===== src/rtl/scon_tx_engine_pkg.sv =====
// Shared types and frame constants for the SCON serial transmit engine.
package scon_pkg;

    typedef enum logic [1:0] {
        MODE_SHIFT     = 2'd0,
        MODE_UART8     = 2'd1,
        MODE_UART9_FIX = 2'd2,
        MODE_UART9_VAR = 2'd3
    } scon_mode_e;

    typedef enum logic [2:0] {
        TX_IDLE,
        TX_START,
        TX_DATA,
        TX_NINTH,
        TX_STOP,
        TX_SHIFT
    } tx_state_e;

    localparam int FRAME_BITS_SHIFT = 8;
    localparam int FRAME_BITS_UART8 = 10;
    localparam int FRAME_BITS_UART9 = 11;

    function automatic int frame_bits(input scon_mode_e m);
        case (m)
            MODE_SHIFT: return FRAME_BITS_SHIFT;
            MODE_UART8: return FRAME_BITS_UART8;
            default:    return FRAME_BITS_UART9;
        endcase
    endfunction

endpackage


===== src/rtl/scon_tx_engine_if.sv =====
// SBUF write / status bundle between the SCON register block (master) and the tx engine (slave).
interface scon_tx_engine_if;
    logic       sbuf_wr;
    logic [7:0] sbuf_data;
    logic [1:0] mode;
    logic       tb8;
    logic       tx_busy;
    logic       tx_complete;
    logic       tx_overrun;

    modport master (
        output sbuf_wr, sbuf_data, mode, tb8,
        input  tx_busy, tx_complete, tx_overrun
    );

    modport slave (
        input  sbuf_wr, sbuf_data, mode, tb8,
        output tx_busy, tx_complete, tx_overrun
    );
endinterface


===== src/rtl/scon_tx_engine_bit_timer.sv =====
// Bit-period timer: counts clk (modes 0/2) or baud_tick (modes 1/3) and strobes bit_end.
module scon_tx_bit_timer
    import scon_pkg::*;
#(
    parameter int SHIFT_DIV  = 12,
    parameter int FIXED_DIV  = 64,
    parameter int OVERSAMPLE = 16
) (
    input  logic       clk,
    input  logic       reset,
    input  logic       clear,
    input  logic       run,
    input  scon_mode_e mode,
    input  logic       baud_tick,
    output logic       bit_end,
    output logic       half
);
    localparam int MAX_A   = (SHIFT_DIV > FIXED_DIV) ? SHIFT_DIV : FIXED_DIV;
    localparam int MAX_DIV = (MAX_A > OVERSAMPLE) ? MAX_A : OVERSAMPLE;
    localparam int CW      = $clog2(MAX_DIV + 1);

    logic [CW-1:0] cnt_q, cnt_d, limit;
    logic          advance;

    always_comb begin
        case (mode)
            MODE_SHIFT:     limit = CW'(SHIFT_DIV);
            MODE_UART9_FIX: limit = CW'(FIXED_DIV);
            default:        limit = CW'(OVERSAMPLE);
        endcase
        advance = run && ((mode == MODE_SHIFT) || (mode == MODE_UART9_FIX) || baud_tick);
        bit_end = advance && (cnt_q == limit - 1'b1);
        cnt_d   = cnt_q;
        if (clear || bit_end) begin
            cnt_d = '0;
        end else if (advance) begin
            cnt_d = cnt_q + 1'b1;
        end
        // Evaluated on the next count so the registered txclk lines up with it.
        half = (cnt_d >= CW'(SHIFT_DIV / 2));
    end

    always_ff @(posedge clk) begin
        if (reset) begin
            cnt_q <= '0;
        end else begin
            cnt_q <= cnt_d;
        end
    end
endmodule


===== src/rtl/scon_tx_engine.sv =====
// SCON serial transmit engine: frames an SBUF byte per SM0/SM1 and shifts it out on txd.
// Define SCON_TX_HOLD_EN to add a one-entry holding register for writes made while busy.
module scon_tx_engine
    import scon_pkg::*;
#(
    parameter int SHIFT_DIV  = 12,
    parameter int FIXED_DIV  = 64,
    parameter int OVERSAMPLE = 16
) (
    input  logic             clk,
    input  logic             reset,
    scon_tx_engine_if.slave  bus,
    input  logic             baud_tick,
    output logic             txd,
    output logic             txclk
);
    tx_state_e  state_q;
    scon_mode_e mode_q;
    logic [3:0] bit_cnt_q;
    logic [7:0] data_q;
    logic       tb8_q;
    logic       txd_q, txclk_q, busy_q, complete_q, overrun_q;

    logic       bit_end, half, frame_last, launch, hold_take, overrun_d;
    logic [7:0] ln_data;
    scon_mode_e ln_mode;
    logic       ln_tb8;

`ifdef SCON_TX_HOLD_EN
    logic       hold_full_q, hold_store;
    logic [7:0] hold_data_q;
    scon_mode_e hold_mode_q;
    logic       hold_tb8_q;
`endif

    scon_tx_bit_timer #(
        .SHIFT_DIV (SHIFT_DIV),
        .FIXED_DIV (FIXED_DIV),
        .OVERSAMPLE(OVERSAMPLE)
    ) u_timer (
        .clk      (clk),
        .reset    (reset),
        .clear    (launch),
        .run      (busy_q),
        .mode     (mode_q),
        .baud_tick(baud_tick),
        .bit_end  (bit_end),
        .half     (half)
    );

    always_comb begin
        ln_data    = bus.sbuf_data;
        ln_mode    = scon_mode_e'(bus.mode);
        ln_tb8     = bus.tb8;
        frame_last = bit_end && (int'(bit_cnt_q) == frame_bits(mode_q) - 1);
`ifdef SCON_TX_HOLD_EN
        if (hold_full_q) begin
            ln_data = hold_data_q;
            ln_mode = hold_mode_q;
            ln_tb8  = hold_tb8_q;
        end
        // A write landing on the last cycle with an empty holder chains straight on.
        hold_take  = frame_last && (hold_full_q || bus.sbuf_wr);
        hold_store = busy_q && bus.sbuf_wr && !hold_full_q && !frame_last;
        overrun_d  = busy_q && bus.sbuf_wr && hold_full_q;
`else
        hold_take  = 1'b0;
        overrun_d  = busy_q && bus.sbuf_wr;
`endif
        launch = (!busy_q && bus.sbuf_wr) || hold_take;
    end

    always_ff @(posedge clk) begin
        if (reset) begin
            state_q    <= TX_IDLE;
            mode_q     <= MODE_SHIFT;
            bit_cnt_q  <= '0;
            txd_q      <= 1'b1;
            txclk_q    <= 1'b1;
            busy_q     <= 1'b0;
            complete_q <= 1'b0;
            overrun_q  <= 1'b0;
        end else begin
            complete_q <= frame_last;
            overrun_q  <= overrun_d;
            if (launch) begin
                state_q   <= (ln_mode == MODE_SHIFT) ? TX_SHIFT : TX_START;
                mode_q    <= ln_mode;
                bit_cnt_q <= '0;
                busy_q    <= 1'b1;
                txd_q     <= (ln_mode == MODE_SHIFT) ? ln_data[0] : 1'b0;
                txclk_q   <= (ln_mode != MODE_SHIFT);
            end else if (frame_last) begin
                state_q <= TX_IDLE;
                busy_q  <= 1'b0;
                txd_q   <= 1'b1;
                txclk_q <= 1'b1;
            end else begin
                if (bit_end) begin
                    bit_cnt_q <= bit_cnt_q + 1'b1;
                    case (state_q)
                        TX_SHIFT: txd_q <= data_q[1];
                        TX_START: begin
                            state_q <= TX_DATA;
                            txd_q   <= data_q[0];
                        end
                        TX_DATA: begin
                            if (bit_cnt_q == 4'(FRAME_BITS_SHIFT)) begin
                                if (mode_q == MODE_UART8) begin
                                    state_q <= TX_STOP;
                                    txd_q   <= 1'b1;
                                end else begin
                                    state_q <= TX_NINTH;
                                    txd_q   <= tb8_q;
                                end
                            end else begin
                                txd_q <= data_q[1];
                            end
                        end
                        TX_NINTH: begin
                            state_q <= TX_STOP;
                            txd_q   <= 1'b1;
                        end
                        default: ;
                    endcase
                end
                if (state_q == TX_SHIFT) begin
                    txclk_q <= half;
                end
            end
        end
    end

    // Frame payload: loaded on launch, shifted right as each data bit is consumed.
    always_ff @(posedge clk) begin
        if (launch) begin
            data_q <= ln_data;
            tb8_q  <= ln_tb8;
        end else if (bit_end && ((state_q == TX_SHIFT) || (state_q == TX_DATA))) begin
            data_q <= {1'b0, data_q[7:1]};
        end
    end

`ifdef SCON_TX_HOLD_EN
    always_ff @(posedge clk) begin
        if (reset) begin
            hold_full_q <= 1'b0;
        end else if (hold_take) begin
            hold_full_q <= 1'b0;
        end else if (hold_store) begin
            hold_full_q <= 1'b1;
        end
    end

    always_ff @(posedge clk) begin
        if (hold_store) begin
            hold_data_q <= bus.sbuf_data;
            hold_mode_q <= scon_mode_e'(bus.mode);
            hold_tb8_q  <= bus.tb8;
        end
    end
`endif

    assign txd             = txd_q;
    assign txclk           = txclk_q;
    assign bus.tx_busy     = busy_q;
    assign bus.tx_complete = complete_q;
    assign bus.tx_overrun  = overrun_q;
endmodule

===== src/flat_wrapper.sv =====
// flat-port wrapper written by rule: the top's interface ports become plain ports
module scon_tx_engine_flat import scon_pkg::*;
#(
    parameter int SHIFT_DIV  = 12,
    parameter int FIXED_DIV  = 64,
    parameter int OVERSAMPLE = 16
)
  (clk, reset, baud_tick, txd, txclk, bus_sbuf_wr, bus_sbuf_data, bus_mode, bus_tb8, bus_tx_busy, bus_tx_complete, bus_tx_overrun);
  scon_tx_engine_if bus_i ();
  input  logic clk;
  input  logic reset;
  input  logic baud_tick;
  output logic txd;
  output logic txclk;
  input wire logic [$bits(bus_i.sbuf_wr)-1:0] bus_sbuf_wr;
  input wire logic [$bits(bus_i.sbuf_data)-1:0] bus_sbuf_data;
  input wire logic [$bits(bus_i.mode)-1:0] bus_mode;
  input wire logic [$bits(bus_i.tb8)-1:0] bus_tb8;
  output wire logic [$bits(bus_i.tx_busy)-1:0] bus_tx_busy;
  output wire logic [$bits(bus_i.tx_complete)-1:0] bus_tx_complete;
  output wire logic [$bits(bus_i.tx_overrun)-1:0] bus_tx_overrun;
  assign bus_i.sbuf_wr = bus_sbuf_wr;
  assign bus_i.sbuf_data = bus_sbuf_data;
  assign bus_i.mode = bus_mode;
  assign bus_i.tb8 = bus_tb8;
  assign bus_tx_busy = bus_i.tx_busy;
  assign bus_tx_complete = bus_i.tx_complete;
  assign bus_tx_overrun = bus_i.tx_overrun;
  scon_tx_engine #(.SHIFT_DIV(SHIFT_DIV), .FIXED_DIV(FIXED_DIV), .OVERSAMPLE(OVERSAMPLE)) u_core (.clk(clk), .reset(reset), .bus(bus_i), .baud_tick(baud_tick), .txd(txd), .txclk(txclk));
endmodule

===== config.mk =====
export PLATFORM = sky130hd
export DESIGN_NAME = scon_tx_engine_flat
export DESIGN_NICKNAME = d
export VERILOG_FILES = /design/src/rtl/scon_tx_engine_pkg.sv /design/src/rtl/scon_tx_engine_if.sv /design/src/rtl/scon_tx_engine_bit_timer.sv /design/src/rtl/scon_tx_engine.sv /design/src/flat_wrapper.sv
export SDC_FILE = /design/constraint.sdc
export NUM_CORES = 1
export LEC_CHECK = 0
export ABC_CLOCK_PERIOD_IN_PS = 2600
export BUFFER_PORTS_ARGS = -buffer_cell sky130_fd_sc_hd__buf_4
export CAP_MARGIN = 0
export CORE_ASPECT_RATIO = 1.75
export CORE_MARGIN = 2
export CORE_UTILIZATION = 51
export DETAILED_ROUTE_END_ITERATION = 10
export PLACE_DENSITY_LB_ADDON = 0.08
export SLEW_MARGIN = 30
export SYNTH_ARGS = -nofsm -noshare
export SYNTH_HDL_FRONTEND = slang
export SYNTH_SLANG_ARGS = --single-unit

===== constraint.sdc =====
create_clock -name clk -period 2.6 [get_ports clk]
set_input_delay 0.26 -clock clk [delete_from_list [all_inputs] [get_ports clk]]
set_output_delay 0.26 -clock clk [all_outputs]
set_load 0.01 [all_outputs]

==> results of run 1 <==
==> power by group through the flow <==
stage	Combinational (mW)	Clock, mW	Sequential, mW
after detailed placement	0.111	0	0.532
after floorplan	0.0707	0	0.527
after global routing	0.123	0.381	0.525
after global placement	0.108	0	0.531
final	0.111	0.355	0.522
after CTS	0.112	0.363	0.522
==> layer usage <==
layer,track usage (%),up-vias,routed length [um]
met5,0,-,0
li1,-,703,-
met4,11.4,0,69
met2,36.6,32,1950
met1,26.6,689,1480
met3,6.56,7,122
==> critical path, cell delays in order (launching register included) <==
cell	delay, ns
sky130_fd_sc_hd__dfxtp_1	0.49
sky130_fd_sc_hd__xnor2_1	0.16
sky130_fd_sc_hd__nand2b_1	0.13
sky130_fd_sc_hd__a2111o_4	0.60
sky130_fd_sc_hd__o21ai_0	0.20
sky130_fd_sc_hd__buf_4	0.19
==> cell type report <==
class | count | area, um2
clock inverters | 2 | 8.76
repair buffers | 21 | 158
multi-input cells | 145 | 905
well taps | 43 | 53.8
flip-flops and latches | 30 | 691
inverters | 7 | 26.3
clock buffers | 6 | 72.6
fillers | 295 | 1230
==> flip-flops by register name, summed over array words and instances (netlist names) <==
signal and cells:
u_core.bus.tx_busy 1, u_core.u_timer.cnt_q 7, u_core.bit_cnt_q 4, u_core.txd 1
u_core.bus.tx_overrun 1, u_core.mode_q 2, u_core.tb8_q 1, u_core.data_q 8
u_core.bus.tx_complete 1, u_core.state_q 3, u_core.txclk 1
==> stage by stage <==
step / cell area [um2] / hold WS [ns]
4_1_cts: 1910 / 0.152
3_5_place_dp: 1830 / 0.441
2_1_floorplan: 1660 / 0.359
6_report: 1910 / 0.160
5_1_grt: 1910 / 0.150
3_3_place_gp: 1830 / 0.439
==> worst paths after layout <==
check                    from  cells past startpoint                to
min reg2reg      u_core.txclk                      2      u_core.txclk
max reg2reg  u_core.mode_q[1]                      5  u_core.data_q[0]
min                   bus_tb8                      1      u_core.tb8_q
max          u_core.mode_q[1]                      5  u_core.data_q[0]
==> logic make-up (layout without fill, tap and decap cells) <==
| group | Yosys count | in the layout |
|---|---|---|
| simple gates | 95 | 95 |
| xor+xnor | 11 | 11 |
| buf+inv | 15 | 36 |
| mux | 1 | 1 |
| compound gates | 35 | 35 |
| fa+ha+maj | 3 | 3 |
| flops | 30 | 30 |
==> Yosys cell counts, types with 2 or more instances <==
| master | count |
|---|---|
| sky130_fd_sc_hd__buf_2 | 2 |
| sky130_fd_sc_hd__nand3_1 | 9 |
| sky130_fd_sc_hd__a31oi_1 | 4 |
| sky130_fd_sc_hd__clkbuf_1 | 4 |
| sky130_fd_sc_hd__xnor2_1 | 8 |
| sky130_fd_sc_hd__nor3_1 | 3 |
| sky130_fd_sc_hd__ha_1 | 3 |
| sky130_fd_sc_hd__dfxtp_1 | 21 |
| sky130_fd_sc_hd__edfxtp_1 | 9 |
| sky130_fd_sc_hd__xor2_1 | 3 |
| sky130_fd_sc_hd__nand2b_1 | 3 |
| sky130_fd_sc_hd__nor2_1 | 22 |
| sky130_fd_sc_hd__nand4_1 | 2 |
| sky130_fd_sc_hd__a211oi_1 | 2 |
| sky130_fd_sc_hd__inv_1 | 7 |
| sky130_fd_sc_hd__or2b_1 | 3 |
| sky130_fd_sc_hd__nor4_1 | 2 |
| sky130_fd_sc_hd__nor3_2 | 2 |
| sky130_fd_sc_hd__nand2_1 | 37 |
| sky130_fd_sc_hd__o21ai_0 | 8 |
| sky130_fd_sc_hd__a21oi_1 | 8 |
| sky130_fd_sc_hd__and2b_1 | 2 |
==> results.md, run 1 <==
- CP Data Arrival Time: 2.06 ns
- Dominant combinational cell family by area after synthesis: simple AND/OR/NAND/NOR gates
- Initial cell density of the core: 52.8%
- CP startpoint kind: flip-flop
- Critical path start-end classification: flip-flop to flip-flop
- Static leakage power: 0.728 nW
- First-pass GRT wire length: 6.25 mm
- Pin count of the biggest net entering global routing: 16
- Final Hold Viols: 0
- Achievable Freq: between 400 and 500 MHz
- Finished Layout Cells: 254
- Maximum capacitance violations: 0
- Syn. warnings: 0
- Distinct cell type count after synthesis: 48
- Rel. slew slack: 63.6%
- Number of synthesized flops with an enable pin: 9
- Number of antenna diodes: 0
- PortBufs: 19
- Antenna violations before repair: 0
- Top_reg_cell synth: sky130_fd_sc_hd__dfxtp_1
- Proportion of synthesized chip area in sequential cells: 41.6%
- Register-to-register path setup slack: 0.53 ns
- Average size of a mapped cell: 8.73 um2
- PnR Total Power: 0.988 mW
- Final Cycle Share: between 70% and 80%
- Synthesized instance count: 190
- Switching Share: 25.3%
- PnR worst setup slack: 0.529 ns
- Number of DRC violations after detailed routing: 0
- Quantity of gates resized following cts: 0
- Worst hold-check path type: primary input to flip-flop
- Post-CTS Repair Setup Buffers: 0
- Vertical extent of the die: 79.5 um
- CTS sink count: 30
- Post-CTS clock slew at the launch and capture registers of the worst setup and hold paths: 0.06 ns
- X dimension of the die: 47.1 um
- Number of hold-repair buffers added at the cts stage: 0
- Setup Total Neg Slack: 0 ns
- Synth Area in XOR/XNOR: between 5 and 6%
- Clock tree skew after final layout: 0.00659 ns
- Area of the mapped netlist: 1660 um2
- Switching component of the power: approximately 0.25 mW
- Remaining number of nets flagged by the antenna check after routing: 0
- Via density per instance: about 5.6
- Routability congestion estimate: ~0.94
- H-tree levels: 2
- First-pass iteration count of the detailed router: 4
- Number of rows created at floorplan: 27
- Fin crit period: 2.07 ns
- Vias: between 1000 and 1500
- Vias in the first global route: 1459
- Leading cell types in the layout, fill and taps excluded: 37 x sky130_fd_sc_hd__nand2_1, 22 x sky130_fd_sc_hd__nor2_1, 21 x sky130_fd_sc_hd__buf_4, 21 x sky130_fd_sc_hd__dfxtp_1
- Most common cell after layout, fill and taps aside: sky130_fd_sc_hd__nand2_1
- Net Count, Synth: 208
- Clock root buffer: sky130_fd_sc_hd__clkbuf_8
- Critical path capture point type: flip-flop
- Gate power share: between 10% and 20%
- Total power divided by cell area: 516 nW/um2
- GRT Total Usage: 22.9%
- Final layout net count: 228
- Main area contributors after synthesis: sky130_fd_sc_hd__dfxtp_1 25%, sky130_fd_sc_hd__edfxtp_1 16%, sky130_fd_sc_hd__nand2_1 8.4%
- Async S/R FF share, synth: 0%
- Fraction of final layout cells with drive strength greater than 1: between 15 and 20%
- Signed area change from the synthesized netlist to the final layout: 15.4%
- Cts bufs inserted: 5
- Synth Area in Compound Gates: 17.0%
- Max Root-Sink Buffers: 2
- Worst EP required: 2.59 ns
- Utilization of the core after routing: 60.9%
- Placeable core region: about 3100 um2
- Arithmetic-cell share of the synthesized area counting full adders, half adders and majority gates: 2.26%
- Largest area contributor in the netlist: sky130_fd_sc_hd__dfxtp_1
- RSZ-0062 raised after global routing: false
- Basic-gate share of the synthesized area counting and, or, nand and nor cells: 28.9%
- I/O pin count: 20
- Area of the die: 3740 um2
- Fin. max-slew vios: 0
- Critical path peak fanout: 8
- Internal portion of total power: approximately 0.74 mW
- Synthesized flop and latch total: 30
- Outcome: finished clean
- Place WS: 0.554 ns
- Multiplexer share of the synthesized area: 0.603%
- Clock insertion delay at the later pin of the skew report: ~0.28 ns
- Final setup viols: 0
- Clock Power Share: a little over a third
- Part of the power in registers: 52.9%
- Area share of the largest cell type after synthesis: 25.3%
- Total Routed Length: 3.62 mm
- Clock tree from TritonCTS: built
- Placed wire-length estimate after detailed placement: 2.72 mm
- Routed wirelength normalized by instance count: 14.3 um
- Transition time at the pin with the least slew margin: around 0.55 ns
- Initial detailed-routing violation count: 32
- DP Cell Count: 246
- Grt ovf: 0
- Highest ir drop seen on vdd: roughly 460 uV
No activity file was read; power rests on OpenSTA's default activity.
==> inputs of run 2 (changes only) <==
--- a/config.mk
+++ b/config.mk
@@ -5,7 +5,7 @@
 export SDC_FILE = /design/constraint.sdc
 export NUM_CORES = 1
 export LEC_CHECK = 0
-export ABC_CLOCK_PERIOD_IN_PS = 2600
+export ABC_CLOCK_PERIOD_IN_PS = 1660
 export BUFFER_PORTS_ARGS = -buffer_cell sky130_fd_sc_hd__buf_4
 export CAP_MARGIN = 0
 export CORE_ASPECT_RATIO = 1.75
==> constraint.sdc (replaced) <==
create_clock -name clk -period 1.66 [get_ports clk]
set_input_delay 0.166 -clock clk [delete_from_list [all_inputs] [get_ports clk]]
set_output_delay 0.166 -clock clk [all_outputs]
set_load 0.01 [all_outputs]
==> run 2 against run 1 <==
Compared with the run above: the flow now finishes with violations (negative setup slack); via count grew 9.7%; die area is the same; sequential share of layout area shrank 7.2 points; fmax grew 14%; first-iteration DRC count grew 13%.
==> results.md, run 2 (synthesis results as in run 1) <==
- Cell with the largest stage delay on the worst path: sky130_fd_sc_hd__a2111o_4
- Clock root buffer: sky130_fd_sc_hd__clkbuf_8
- Worst hold-check path type: primary input to flip-flop
- Place WS: -0.244 ns
- Grt ovf: 0
- Static leakage power: 1.00 nW
- Critical path peak fanout: 8
- Cts bufs inserted: 5
- Pin count of the biggest net entering global routing: 16
- Signed area change from the synthesized netlist to the final layout: 47.1%
- Part of the power in registers: between 50% and 60%
- Initial detailed-routing violation count: 36
- H-tree levels: 2
- Final layout net count: 269
- CP Data Arrival Time: 1.77 ns
- Clock tree skew after final layout: ~0.0065 ns
- Largest register by flop count: u_core.data_q
- Multi-input gate area in the final layout: roughly 1100 um2
- Vias: approximately 1600
- Gate power share: between 10 and 15%
- Leading cell types in the layout, fill and taps excluded: 55 x sky130_fd_sc_hd__buf_4, 35 x sky130_fd_sc_hd__nand2_1, 22 x sky130_fd_sc_hd__nor2_1
- Internal portion of total power: roughly 1.2 mW
- First-pass iteration count of the detailed router: 4
- GRT Total Usage: 25.6%
- Number of rows created at floorplan: 27
- Largest regs: u_core.data_q x8, u_core.u_timer.cnt_q x7, u_core.bit_cnt_q x4
- Initial cell density of the core: a little over half
- Rel. slew slack: roughly 74%
- Largest register FFs: 8
- CTS sink count: 30
- Switching component of the power: 0.410 mW
- Routed wirelength normalized by instance count: 14.8 um
- PortBufs: 19
- Achievable Freq: ~550 MHz
- Crit path max-delay family: compound AO/OA/AOI/OAI gates
- Vertical extent of the die: 79.5 um
- Via density per instance: 5.32
- PnR worst setup slack: -0.160 ns
- Setup Total Neg Slack: -2.69 ns
- Fraction of final layout cells with drive strength greater than 1: 42.9%
- Vias in the first global route: ~1600
- Total Routed Length: 4.36 mm
- Number of hold-repair buffers added at the cts stage: 0
- Finished Layout Cells: 295
- Buffering stage count on the worst path with inverters included: 0
- Clock insertion delay at the later pin of the skew report: 0.28 ns
- Worst EP required: 1.61 ns
- X dimension of the die: roughly 47 um
- Violations in the final reports: negative setup slack
- Placeable core region: 3140 um2
- Clock tree from TritonCTS: built
- Routability congestion estimate: 0.857
- Final setup viols: 24
- Transition time at the pin with the least slew margin: between 0.3 and 0.4 ns
- Total power divided by cell area: 657 nW/um2
- I/O pin count: 20
- Area of the die: 3740 um2
- Clock Power Share: 34.6%
- Total area of sequential cells: 706 um2
- Critical path start-end classification: flip-flop to flip-flop
- First-pass GRT wire length: 6.90 mm
- Final Hold Viols: 0
- Remaining number of nets flagged by the antenna check after routing: 0
- RSZ-0062 raised after global routing: true
- DP Cell Count: between 200 and 300
- Worst slack on hold paths: 0.0583 ns
- Critical path capture point type: flip-flop
- Outcome: finished with violations
- Switching Share: roughly a quarter
- Number of DRC violations after detailed routing: 0
- Fin. max-slew vios: 0
- Max Root-Sink Buffers: 2
- Number of inserted filler cells in the final layout: 221
- Highest ir drop seen on vdd: 783 uV
- CP startpoint kind: flip-flop
- Crit-path cells: and4b_1, a21oi_2, a2111o_4, o21ai_4
- Final Cycle Share: 110%
- Fin crit period: between 1.5 and 2 ns
- Number of antenna diodes: 0
- Maximum capacitance violations: 0
- Delay of the slowest critical-path stage: between 0.5 and 0.6 ns
- Placed wire-length estimate after detailed placement: 3.07 mm
- Most common cell after layout, fill and taps aside: sky130_fd_sc_hd__buf_4
- Post-CTS clock slew at the launch and capture registers of the worst setup and hold paths: roughly 0.060 ns
- Register-to-register path setup slack: -0.16 ns
- Antenna violations before repair: 0
-- run 2: changes by cell type in the layout (fill, tap and decap cells not counted), sizes merged --
| cell | previous run | this run |
|---|---|---|
| buf | 21 | 62 |
-- run 2: repair_timing --
item                                   in CTS  in global routing
resized for setup                          29                 15
buffers inserted                            4                  8
pin swaps                                   9                 14
endpoints found under the hold margin       0                  0
setup endpoints to repair                  25                 26
-- run 2: per-stage QoR --
step	instance area (um2)	util (%)	total power [mW]
finish	2440	77.7	1.60
global route	2440	77.7	1.67
CTS	2290	72.9	1.61
detailed placement	2070	65.9	1.04
global placement	2070	65.9	1.03
floorplan	1680	-	0.942
-- run 2: layout make-up --
class                      count  share of cell area (%)
clock buffer                   6                    2.97
tap                           43                    2.20
sequential                    30                    28.9
timing repair buffer          62                    20.5
inverter                       7                    1.08
clock inverter                 2                   0.410
multi-input combinational    145                    43.9
-- run 2: worst paths after layout --
path | startpoint | end | cells after the start
max | u_core.mode_q[0] | u_core.data_q[7] | 4
min | bus_tb8 | u_core.tb8_q | 1
max reg2reg | u_core.mode_q[0] | u_core.data_q[7] | 4
min reg2reg | u_core.txd | u_core.txd | 2
-- run 2: power groups by stage --
stage / clock network, mW / registers [mW] / logic [mW]
final: 0.555 / 0.811 / 0.238
after global routing: 0.596 / 0.814 / 0.263
after CTS: 0.571 / 0.810 / 0.225
after detailed placement: 0 / 0.826 / 0.211
after global placement: 0 / 0.824 / 0.205
after floorplan: 0 / 0.826 / 0.117
-- run 2: layer usage --
layer	track usage [%]	up-vias	wire (um)
met5	0	-	0
met4	12.2	0	101
met3	3.85	9	118
met2	47.3	36	2520
met1	25.8	745	1620
li1	-	780	-
-- run 2: worst register-to-register path, stage by stage (launching register included) --
cell and delay (ns):
sky130_fd_sc_hd__dfxtp_4 0.36, sky130_fd_sc_hd__and4b_1 0.26, sky130_fd_sc_hd__a21oi_2 0.06, sky130_fd_sc_hd__a2111o_4 0.52, sky130_fd_sc_hd__o21ai_4 0.30
==> inputs of run 3 (changes only) <==
--- a/config.mk
+++ b/config.mk
@@ -5,14 +5,14 @@
 export SDC_FILE = /design/constraint.sdc
 export NUM_CORES = 1
 export LEC_CHECK = 0
-export ABC_CLOCK_PERIOD_IN_PS = 1660
 export BUFFER_PORTS_ARGS = -buffer_cell sky130_fd_sc_hd__buf_4
-export CAP_MARGIN = 0
+export CAP_MARGIN = 20
 export CORE_ASPECT_RATIO = 1.75
 export CORE_MARGIN = 2
 export CORE_UTILIZATION = 51
 export DETAILED_ROUTE_END_ITERATION = 10
 export PLACE_DENSITY_LB_ADDON = 0.08
+export SETUP_SLACK_MARGIN = 0.4
 export SLEW_MARGIN = 30
 export SYNTH_ARGS = -nofsm -noshare
 export SYNTH_HDL_FRONTEND = slang
==> run 3 against run 2 <==
Compared with the run above: the flow still finishes with violations (negative setup slack); non-clock buffer count fell by 7; clock-buffer cell count did not move; combinational power rose by 9.2%; worst setup slack got worse by 0.11 ns; clock skew fell by 0.0011 ns; critical endpoint is now u_core.state_q[2]; highest routed layer unchanged.
==> results.md, run 3 (synthesis results as in run 1) <==
- Outcome: finished with violations
- Violations in the final reports: negative setup slack
- Start point of the worst hold path: bus_tb8
- CTS sink count: 30
- Initial detailed-routing violation count: 36
- CP Data Arrival Time: 2.13 ns
- DR WL met3: 140 um
- Final Hold Viols: 0
- Final layout net count: 262
- Register-to-register path setup slack: -0.27 ns
- Via density per instance: 5.64
- PnR worst setup slack: -0.273 ns
- Worst hold-check path type: primary input to flip-flop
- I/O pin count: 20
- Fraction of final layout cells with drive strength greater than 1: 43.3%
- Clock tree from TritonCTS: built
- Largest regs: u_core.data_q x8, u_core.u_timer.cnt_q x7, u_core.bit_cnt_q x4
- X dimension of the die: 47.1 um
- Clock root buffer: sky130_fd_sc_hd__clkbuf_8
- Endpoint of the worst setup timing path: u_core.state_q[2]
- Cts bufs inserted: 5
- Largest register FFs: 8
- Signed area change from the synthesized netlist to the final layout: 46.5%
- Transition time at the pin with the least slew margin: 0.590 ns
- Post-CTS clock slew at the launch and capture registers of the worst setup and hold paths: 0.07 ns
- Area of the die: 3740 um2
- Worst flop-to-flop path startpoint: u_core.u_timer.cnt_q[2]
- Pin count of the biggest net entering global routing: 16
- Timing startpoint of the critical path: u_core.u_timer.cnt_q[2]
- Fin crit period: around 1.9 ns
- Remaining number of nets flagged by the antenna check after routing: 0
- First-pass GRT wire length: 6.86 mm
- Initial cell density of the core: 52.8%
- Placed wire-length estimate after detailed placement: 3.11 mm
- Leading cell types in the layout, fill and taps excluded: 47 x sky130_fd_sc_hd__buf_4, 37 x sky130_fd_sc_hd__nand2_1, 20 x sky130_fd_sc_hd__nor2_1
- Final Cycle Share: 116%
- Largest register by flop count: u_core.data_q
- Final design area excluding fillers: 2430 um2
- Length of routed wiring on met1: 1.72 mm
- Highest ir drop seen on vdd: 594 uV
- Utilization of the core after routing: 77.3%
- CP startpoint kind: flip-flop
- Number of DRC violations after detailed routing: 0
- First-pass iteration count of the detailed router: 4
- Count of cells along the worst register-to-register path: 6
- Terminus of the critical flop-to-flop path: u_core.state_q[2]
- H-tree levels: 2
- Vias: 1625
- Achievable Freq: 517 MHz
- Placeable core region: 3140 um2
- Rel. slew slack: roughly three fifths
- Worst EP required: 1.86 ns
- Critical path capture point type: flip-flop
- GRT Total Usage: 25.8%
- Critical path peak fanout: 6
- Number of rows created at floorplan: 27
- Total power divided by cell area: 679 nW/um2
- Vias in the first global route: 1560
- Most common cell after layout, fill and taps aside: sky130_fd_sc_hd__buf_4
- Clock insertion delay at the later pin of the skew report: 0.29 ns
- Number of inserted filler cells in the final layout: 220
- Static leakage power: 0.952 nW
- Routability congestion estimate: 0.855
- Met2 Wirelength: ~2.7 mm
- Routed wirelength normalized by instance count: 16.4 um
- PortBufs: 19
- PnR Total Power: 1.65 mW
- RSZ-0062 raised after global routing: true
- Critical path start-end classification: flip-flop to flip-flop
- Final setup viols: 25
- Max Root-Sink Buffers: 2
- Grt ovf: 0
- Clock tree skew after final layout: 0.00534 ns
- Number of antenna diodes: 0
- Instance area after placement: 2070 um2
- Antenna violations before repair: 0
- Total Routed Length: 4.73 mm
- Uppermost signal routing layer after detailed routing: met4
- Maximum capacitance violations: 0
- Fin. max-slew vios: 0
- Vertical extent of the die: 79.5 um
run 3: changes by cell type in the layout (fill, tap and decap cells not counted), sizes merged:
cell,before,now
clkbuf,6,7
buf,62,54
run 3: final cells by class:
class / instances / area, um2 / area share (%)
Multi-Input combinational cell: 145 / 1080 / 44.5
Sequential cell: 30 / 709 / 29.2
Timing Repair Buffer: 55 / 474 / 19.5
Clock buffer: 6 / 72.6 / 2.99
Tap cell: 43 / 53.8 / 2.21
Inverter: 7 / 28.8 / 1.18
Clock inverter: 2 / 8.76 / 0.360
run 3: metal layers:
metal  global-route usage [%]  vias up
met1                     25.8      784
met3                     4.75       21
met4                     10.0        0
li1                         -      777
met2                     48.2       43
met5                        0        -
run 3: worst max-delay path, stage by stage (launching register included):
cell	delay, ns
sky130_fd_sc_hd__dfxtp_2	0.36
sky130_fd_sc_hd__xnor2_2	0.20
sky130_fd_sc_hd__nand2b_1	0.14
sky130_fd_sc_hd__a2111o_4	0.60
sky130_fd_sc_hd__nor2_8	0.22
sky130_fd_sc_hd__a221oi_2	0.09
sky130_fd_sc_hd__nor4_2	0.24
run 3: power breakdown:
group	switching, mW	total, mW	internal, mW
combinational	0.130	0.260	0.130
sequential	0.0237	0.814	0.790
clock	0.288	0.575	0.288
total	0.441	1.65	1.21
run 3: worst min-delay path by stage:
stage                        end  slack (ns)  depth (start not counted)
global route        u_core.tb8_q        0.05                          1
floorplan           u_core.tb8_q        0.26                          0
detailed placement  u_core.tb8_q        0.35                          1
finish              u_core.tb8_q        0.06                          1
global placement    u_core.tb8_q        0.35                          1
CTS                 u_core.tb8_q        0.05                          1
run 3: stage by stage:
step                      hold WS, ns  worst slack [ns]  setup TNS, ns  instances
final                          0.0556            -0.273          -4.94        288
after global routing           0.0503            -0.302          -5.60        288
after CTS                      0.0464            -0.166          -1.94        285
after detailed placement        0.347            -0.234          -3.62        273
after global placement          0.345            -0.165          -2.69        273
after floorplan                 0.265            -0.116          -1.25        190
run 3: repair_timing:
item | 4_1_cts | 5_1_grt
pin swaps | 17 | 13
buffers inserted | 4 | 2
gates cloned | 0 | 1
hold buffers | 0 | 0
endpoints found under the hold margin | 0 | 0
setup endpoints to repair | 27 | 27
resized for setup | 28 | 22
